==> config.mk <==
export PLATFORM = sky130hd
export DESIGN_NAME = fd_de_pipe_regs
export DESIGN_NICKNAME = d
export VERILOG_FILES = /design/src/rtl/fd_de_pipe_regs.sv
export SDC_FILE = /design/constraint.sdc
export NUM_CORES = 1
export LEC_CHECK = 0
export CORE_AREA = 2 2 213 215
export DETAILED_ROUTE_END_ITERATION = 12
export DIE_AREA = 0 0 215 217
export GPL_ROUTABILITY_DRIVEN = 0
export PLACE_DENSITY_LB_ADDON = 0.2
export SYNTH_ARGS = -nofsm -noshare
export SYNTH_HDL_FRONTEND = slang
export SYNTH_SLANG_ARGS = --single-unit
==> constraint.sdc <==
create_clock -name clk -period 1.6 [get_ports clk]
set_input_delay 0.48 -clock clk [delete_from_list [all_inputs] [get_ports clk]]
set_output_delay 0.48 -clock clk [all_outputs]
set_load 0.01 [all_outputs]
==> src/rtl/fd_de_pipe_regs.sv <==
// Fetch->Decode and Decode->Execute pipeline register bank.
// Applies the hazard unit's hold/bubble/advance controls to the FD and DE
// registers. Also keeps saturating stall and bubble counters for
// performance debug. Every output comes straight from a flop.

module fd_de_pipe_regs #(
    parameter int unsigned XLEN      = 32,
    parameter int unsigned CTRL_W    = 12,
    parameter int unsigned CNT_W     = 16,
    parameter logic [31:0] NOP_INSTR = 32'h00000013
) (
    input  logic              clk,
    input  logic              rst_n,

    // hazard controls
    input  logic              stallD,
    input  logic              flushD,
    input  logic              flushE,

    // fetch side
    input  logic [XLEN-1:0]   PCF,
    input  logic [XLEN-1:0]   PCPlus4F,
    input  logic [31:0]       InstrF,

    // FD register outputs
    output logic [XLEN-1:0]   PCD,
    output logic [XLEN-1:0]   PCPlus4D,
    output logic [31:0]       InstrD,
    output logic              validD,

    // decode side
    input  logic [CTRL_W-1:0] ctrlD,
    input  logic [XLEN-1:0]   RD1D,
    input  logic [XLEN-1:0]   RD2D,
    input  logic [XLEN-1:0]   ImmExtD,
    input  logic [4:0]        Rs1D,
    input  logic [4:0]        Rs2D,
    input  logic [4:0]        RdD,

    // DE register outputs
    output logic [CTRL_W-1:0] ctrlE,
    output logic [XLEN-1:0]   RD1E,
    output logic [XLEN-1:0]   RD2E,
    output logic [XLEN-1:0]   ImmExtE,
    output logic [XLEN-1:0]   PCE,
    output logic [XLEN-1:0]   PCPlus4E,
    output logic [4:0]        Rs1E,
    output logic [4:0]        Rs2E,
    output logic [4:0]        RdE,
    output logic              validE,

    // performance counters
    output logic [CNT_W-1:0]  stallCnt,
    output logic [CNT_W-1:0]  bubbleCnt
);

    // ------------------------------------------------------------------
    // FD register state
    // ------------------------------------------------------------------
    logic [XLEN-1:0]   r_pc_d;
    logic [XLEN-1:0]   r_pc_plus4_d;
    logic [31:0]       r_instr_d;
    logic              r_valid_d;

    // ------------------------------------------------------------------
    // DE register state
    // ------------------------------------------------------------------
    logic [CTRL_W-1:0] r_ctrl_e;
    logic [XLEN-1:0]   r_rd1_e;
    logic [XLEN-1:0]   r_rd2_e;
    logic [XLEN-1:0]   r_imm_ext_e;
    logic [XLEN-1:0]   r_pc_e;
    logic [XLEN-1:0]   r_pc_plus4_e;
    logic [4:0]        r_rs1_e;
    logic [4:0]        r_rs2_e;
    logic [4:0]        r_rd_e;
    logic              r_valid_e;

    // ------------------------------------------------------------------
    // Performance counters
    // ------------------------------------------------------------------
    logic [CNT_W-1:0]  r_stall_cnt;
    logic [CNT_W-1:0]  r_bubble_cnt;
    logic              w_stall_sat;
    logic              w_bubble_sat;

    // Saturation detect: counter is all ones.
    always_comb begin
        w_stall_sat  = &r_stall_cnt;
        w_bubble_sat = &r_bubble_cnt;
    end

    // FD register: flush beats stall, and stall beats advance.
    always_ff @(posedge clk or negedge rst_n) begin
        if (!rst_n) begin
            r_pc_d       <= '0;
            r_pc_plus4_d <= '0;
            r_instr_d    <= NOP_INSTR;
            r_valid_d    <= 1'b0;
        end else if (flushD) begin
            r_pc_d       <= '0;
            r_pc_plus4_d <= '0;
            r_instr_d    <= NOP_INSTR;
            r_valid_d    <= 1'b0;
        end else if (!stallD) begin
            r_pc_d       <= PCF;
            r_pc_plus4_d <= PCPlus4F;
            r_instr_d    <= InstrF;
            r_valid_d    <= 1'b1;
        end
    end

    // DE register: a bubble is fully zeroed so that a zero RdE and a zero
    // regWrite can never produce a forwarding match. There is no hold
    // path because a load-use stall always comes with flushE.
    always_ff @(posedge clk or negedge rst_n) begin
        if (!rst_n) begin
            r_ctrl_e     <= '0;
            r_rd1_e      <= '0;
            r_rd2_e      <= '0;
            r_imm_ext_e  <= '0;
            r_pc_e       <= '0;
            r_pc_plus4_e <= '0;
            r_rs1_e      <= '0;
            r_rs2_e      <= '0;
            r_rd_e       <= '0;
            r_valid_e    <= 1'b0;
        end else if (flushE) begin
            r_ctrl_e     <= '0;
            r_rd1_e      <= '0;
            r_rd2_e      <= '0;
            r_imm_ext_e  <= '0;
            r_pc_e       <= '0;
            r_pc_plus4_e <= '0;
            r_rs1_e      <= '0;
            r_rs2_e      <= '0;
            r_rd_e       <= '0;
            r_valid_e    <= 1'b0;
        end else begin
            r_ctrl_e     <= ctrlD;
            r_rd1_e      <= RD1D;
            r_rd2_e      <= RD2D;
            r_imm_ext_e  <= ImmExtD;
            r_pc_e       <= r_pc_d;
            r_pc_plus4_e <= r_pc_plus4_d;
            r_rs1_e      <= Rs1D;
            r_rs2_e      <= Rs2D;
            r_rd_e       <= RdD;
            r_valid_e    <= r_valid_d;
        end
    end

    // Stall counter: counts edges with stallD high and sticks at all ones.
    always_ff @(posedge clk or negedge rst_n) begin
        if (!rst_n) begin
            r_stall_cnt <= '0;
        end else if (stallD && !w_stall_sat) begin
            r_stall_cnt <= r_stall_cnt + CNT_W'(1);
        end
    end

    // Bubble counter: counts edges with flushE high and sticks at all ones.
    always_ff @(posedge clk or negedge rst_n) begin
        if (!rst_n) begin
            r_bubble_cnt <= '0;
        end else if (flushE && !w_bubble_sat) begin
            r_bubble_cnt <= r_bubble_cnt + CNT_W'(1);
        end
    end

    // Outputs are driven directly by the registers.
    always_comb begin
        PCD       = r_pc_d;
        PCPlus4D  = r_pc_plus4_d;
        InstrD    = r_instr_d;
        validD    = r_valid_d;
        ctrlE     = r_ctrl_e;
        RD1E      = r_rd1_e;
        RD2E      = r_rd2_e;
        ImmExtE   = r_imm_ext_e;
        PCE       = r_pc_e;
        PCPlus4E  = r_pc_plus4_e;
        Rs1E      = r_rs1_e;
        Rs2E      = r_rs2_e;
        RdE       = r_rd_e;
        validE    = r_valid_e;
        stallCnt  = r_stall_cnt;
        bubbleCnt = r_bubble_cnt;
    end

endmodule

Yosys cells after proc, flatten, opt, wreduce, memory -nomap -nowiden
Cells that the tools add are included.

Flip-flop bits (word level): 317. Input bits: 224. Output and inout port bits: 317. Word-level logic and storage cells: 43.

Add/subtract/negate cells: 2. Eq/ne operators: 1. Muxes and demuxes: 18. Reduce and logical (&&, ||, !) cells: 6.

Operators by type and width (count): 32-bit 2-to-1 mux (11); 16-bit by 1-bit adder with 16-bit output (second input constant) (2); 16-bit AND reduction (2); 5-bit 2-to-1 mux (3); 12-bit 2-to-1 mux (1); 1-bit 2-to-1 mux (3); 1-bit logical AND (2); 1-bit logical NOT (2); 2-bit by 1-bit != test with 1-bit output (second input constant) (1).

Longest topological paths before layout
Word-level depth: 3. Depth in mapped cells: 5. Gate-level depth less buffers: 5.

Least setup slack after synthesis
Ideal clock, no wire load.

Kind: flip-flop to flip-flop. Start point: register r_stall_cnt[0], in the netlist stallCnt[0]. End point: register r_stall_cnt[1], in the netlist stallCnt[1]. Library setup time: 0.125 ns. Arrival time: 1.684 ns. Required time: 1.475 ns. Slack: -0.209 ns. Cell stages (with the launch flop): 5. Path buffers: 0. Period minus slack after synthesis: 1.809 ns. Path through: dfrtp_1 > ha_1 > nand3_4 > o41ai_4 > mux2_4.

Longest elaborated chain between the ends: 3. Elaborated cells between the ends (all ways): 4. Those cells by class: add/sub: 1; reduce/logical: 3.

RTL lines: from (decl) (RTL line 82) `logic [CNT_W-1:0] r_stall_cnt;`; from (signal assigned) (RTL line 158) `r_stall_cnt <= r_stall_cnt + CNT_W'(1);`; parallel branches: the longest is 3 deep, another holds 16-bit by 1-bit adder with 16-bit output.

Several ways; the timed one is not identified. A chain may end at the register's enable or synchronous reset.

Worst setup path after layout
Start point: register r_instr_d[1], in the netlist InstrD[1]. End point: output InstrD[1].

RTL lines: from (decl) (RTL line 62) `logic [31:0] r_instr_d;`; from (signal assigned) (RTL line 108) `r_instr_d <= InstrF;`; to (decl) (RTL line 28) `output logic [31:0] InstrD,`.

No word-level cell between the ends.

==> results.md <==
* Status: complete, but fails checks
* Failing checks: setup timing
* Finished Cell Area at 18980 sq um
* Worst Tran Pin Value at 0.4853 ns
* Boundary pin count at 541
* WHS Path Cells at 3
* Crit Path Category: reg2out
* WL final at just under 40 mm
* Layout cell share with drive strength beyond 1 at 36.30%
* Max stage delay cell, worst path: dfstp_2
* Worst hold path type: in2reg
* Synth cell count leaders: dfrtp_1, nor2b_1, nor2_1
* Mapped Nets at 1075
* Fin worst setup slack at -0.05189 ns
* Sink Count at 317
* CP cell instances: buf_6
* Routed Antenna Nets at 0
* Hold WS at approximately 0.27 ns
* Power per cell area at 1136 nW/um^2
* Sequential element share of the synthesized area at 69.50%
* Final setup viols at 6
* Final period utilization at 103.2%
* Starting Density at between 20% and 30%
* Count of buffers from port buffering at 540
* Post-synth EDFFs at 0
* Syn Area/Cell at 13.45 sq um
* Endpoint, Worst Hold: RD2E[25]$_DFF_PN0_
* Top Family by Delay on Critical Path: flip-flops
* Initial antenna violation count at 2
* Routed vias at 8851
* TritonCTS clock tree: built
* WP data required at 1.12 ns
* 1st-pass router iterations at 4
* Unique masters post-synth at 39
* Area Growth Syn to Fin at 66.22%
* Largest area contributor in the netlist: dfrtp_1
* Die height at 217 microns
* First-pass GRT wire length at 58.46 mm
* Area after DPL at 18050 sq um
* R2R depth at 7
* Static leakage at 9.669 nW
* GRT Resource Usage Total at 16.31%
* # Max-Cap Violations at 0
* Synth top area share at 68.81%
* Largest net degree at the start of global routing at 65
* Worst Clk Skew at 0.009495 ns
* Vias in the first global route at slightly above 9000
* Synth area leaders: dfrtp_1, nor2b_1, mux2i_1
* Buf/Inv on CP at 1
* Fill cell count at between 4000 and 5000
* Initial DRC count at ~330
* Fmax at a little over 600 MHz
* Worst setup SP type: flop
* Final Hold Viols at 0
* Routed vias/inst at 4.092
* CTS H-tree depth at 2
* Yosys reg bits at ~320
* Inserted Clock Buffers at 38
* Clock slew at reported path FFs at roughly 0.06 ns
* Die width at 215 microns
* Root Driver: clkbuf_16
* Clk_lat worst skew at 0.54 ns
* Post-Syn Area at between 10000 and 15000 sq um
* CP max stage delay at 0.54 ns
* Crit-path max FO at 2
* Flop-to-flop setup slack at -0.01 ns
* Core ar. at about 45000 sq um
* WP data arrival at 1.17 ns
* Most common cell in the synthesized netlist: dfrtp_1
* Placed wire-length estimate at 27.73 mm
* Synthesis Warnings at 0
* Die ar. at 46660 sq um
* CP endpoint kind: output pin
* Maximum vdd drop at 0.7312 mV
* Dominant synthesized flop cell: dfrtp_1
* WL per Instance at 18.00 microns
* Clock Path Buffers at 3
* Slew HR at 67.65%
* Tmin final at roughly 1.7 ns
* # DRC at 0
* FF-to-FF Start: bubbleCnt[13]$_DFFE_PN0P_
* Max-slew violation count at 0
* GR Overflow Total at 0
* Cells after Synth at 849
* Core Rows at 78
* Async set-reset flop share out of synthesis at 100.0%
* RSZ-0062 raised after global routing: true
* End-of-flow core utilization at 42.47%
* RR Endpoint: bubbleCnt[13]$_DFFE_PN0P_
* Nets at approximately 1800
* Hold Crit Start: flushE
==> flip-flops by register name, indices dropped and copies added (netlist names) <==
register,flops
ImmExtE,32
InstrD,32
PCD,32
PCE,32
PCPlus4D,32
PCPlus4E,32
RD1E,32
RD2E,32
bubbleCnt,16
stallCnt,16
ctrlE,12
RdE,5
Rs1E,5
Rs2E,5
validD,1
validE,1
==> worst max-delay path by stage <==
| stage | startpoint | endpoint | slack (ns) | depth (start not counted) |
|---|---|---|---|---|
| finish | InstrD[1]$_DFFE_PN1P_ | InstrD[1] | -0.05 | 1 |
| global route | InstrD[1]$_DFFE_PN1P_ | InstrD[1] | -0.10 | 1 |
| CTS | InstrD[1]$_DFFE_PN1P_ | InstrD[1] | -0.1 | 1 |
| detailed placement | stallCnt[14]$_DFFE_PN0P_ | stallCnt[1]$_DFFE_PN0P_ | -0.01 | 4 |
| global placement | stallCnt[14]$_DFFE_PN0P_ | stallCnt[1]$_DFFE_PN0P_ | 0.03 | 4 |
| floorplan | stallCnt[0]$_DFFE_PN0P_ | stallCnt[1]$_DFFE_PN0P_ | -0.03 | 4 |
==> layout by cell type, fill, tap and decap left out, types with 3 or more instances in the layout <==
| master | count |
|---|---|
| nor3_1 | 5 |
| nor3_2 | 4 |
| dfrtp_1 | 306 |
| buf_6 | 70 |
| clkinv_2 | 5 |
| nand4b_1 | 3 |
| nand3_1 | 8 |
| nand4_1 | 7 |
| clkbuf_1 | 10 |
| xnor2_1 | 8 |
| clkbuf_16 | 41 |
| clkbuf_8 | 6 |
| xor2_1 | 20 |
| clkdlybuf4s50_1 | 219 |
| a21oi_1 | 4 |
| buf_4 | 128 |
| mux2i_1 | 93 |
| inv_1 | 4 |
| nand2_1 | 5 |
| buf_2 | 255 |
| nor2b_1 | 191 |
| dfstp_2 | 3 |
| buf_12 | 16 |
| nor4_2 | 3 |
| dfrtp_2 | 8 |
| nor2_1 | 100 |
| a211o_1 | 3 |
==> metal layers <==
| layer | track usage [%] | share of wire [%] | vias up |
|---|---|---|---|
| met5 | 0 | 0 | - |
| met4 | 5.425 | 2.5 | 0 |
| met3 | 5.618 | 7.9 | 51 |
| met2 | 27.72 | 51 | 327 |
| met1 | 19.35 | 39 | 4361 |
| li1 | - | - | 4112 |
==> per-stage QoR <==
stage,worst slack [ns],TNS [ns],std cells,power (mW)
final,-0.05189,-0.1557,2163,21.57
after global routing,-0.1042,-1.468,2163,22.61
after CTS,-0.09505,-0.6703,2135,21.64
after detailed placement,-0.01438,-0.01438,2003,12.74
after global placement,0.02791,0,2003,12.69
after floorplan,-0.02877,-0.02877,849,10.26
==> layout make-up <==
cell class	instances	area, sq um	area share [%]
multi-input combinational	484	3447	18.16
inverter	4	15.01	0.07910
antenna	1	2.502	0.01318
clock buffer	57	1146	6.038
sequential	317	7946	41.86
timing repair buffer	690	5563	29.31
tap	600	750.7	3.955
clock inverter	10	111.4	0.5866
==> timing repair <==
action                                   CTS  global route
cloned                                     0             0
buffers inserted                          64            27
pin swaps                                  2            13
hold buffers                               1             0
endpoints found under the setup margin   319           103
resized for setup                       1332            62
hold endpoints to repair                  19             0
==> logic make-up after synthesis <==
logic type,Yosys count,share of synthesized area (%)
simple gates,347,17.10
flops,317,69.50
mux,95,8.382
buf+inv,48,1.764
xor+xnor,28,2.148
compound gates,12,0.8876
fa+ha+maj,2,0.2191
==> power by group <==
| part | internal (mW) | leakage (nW) | switching, mW |
|---|---|---|---|
| logic | 2.22 | 4.90 | 1.79 |
| clock network | 5.28 | 0.621 | 3.39 |
| registers | 8.58 | 4.15 | 0.316 |
| total | 16.1 | 9.67 | 5.50 |
No activity file was read; power rests on OpenSTA's default activity.
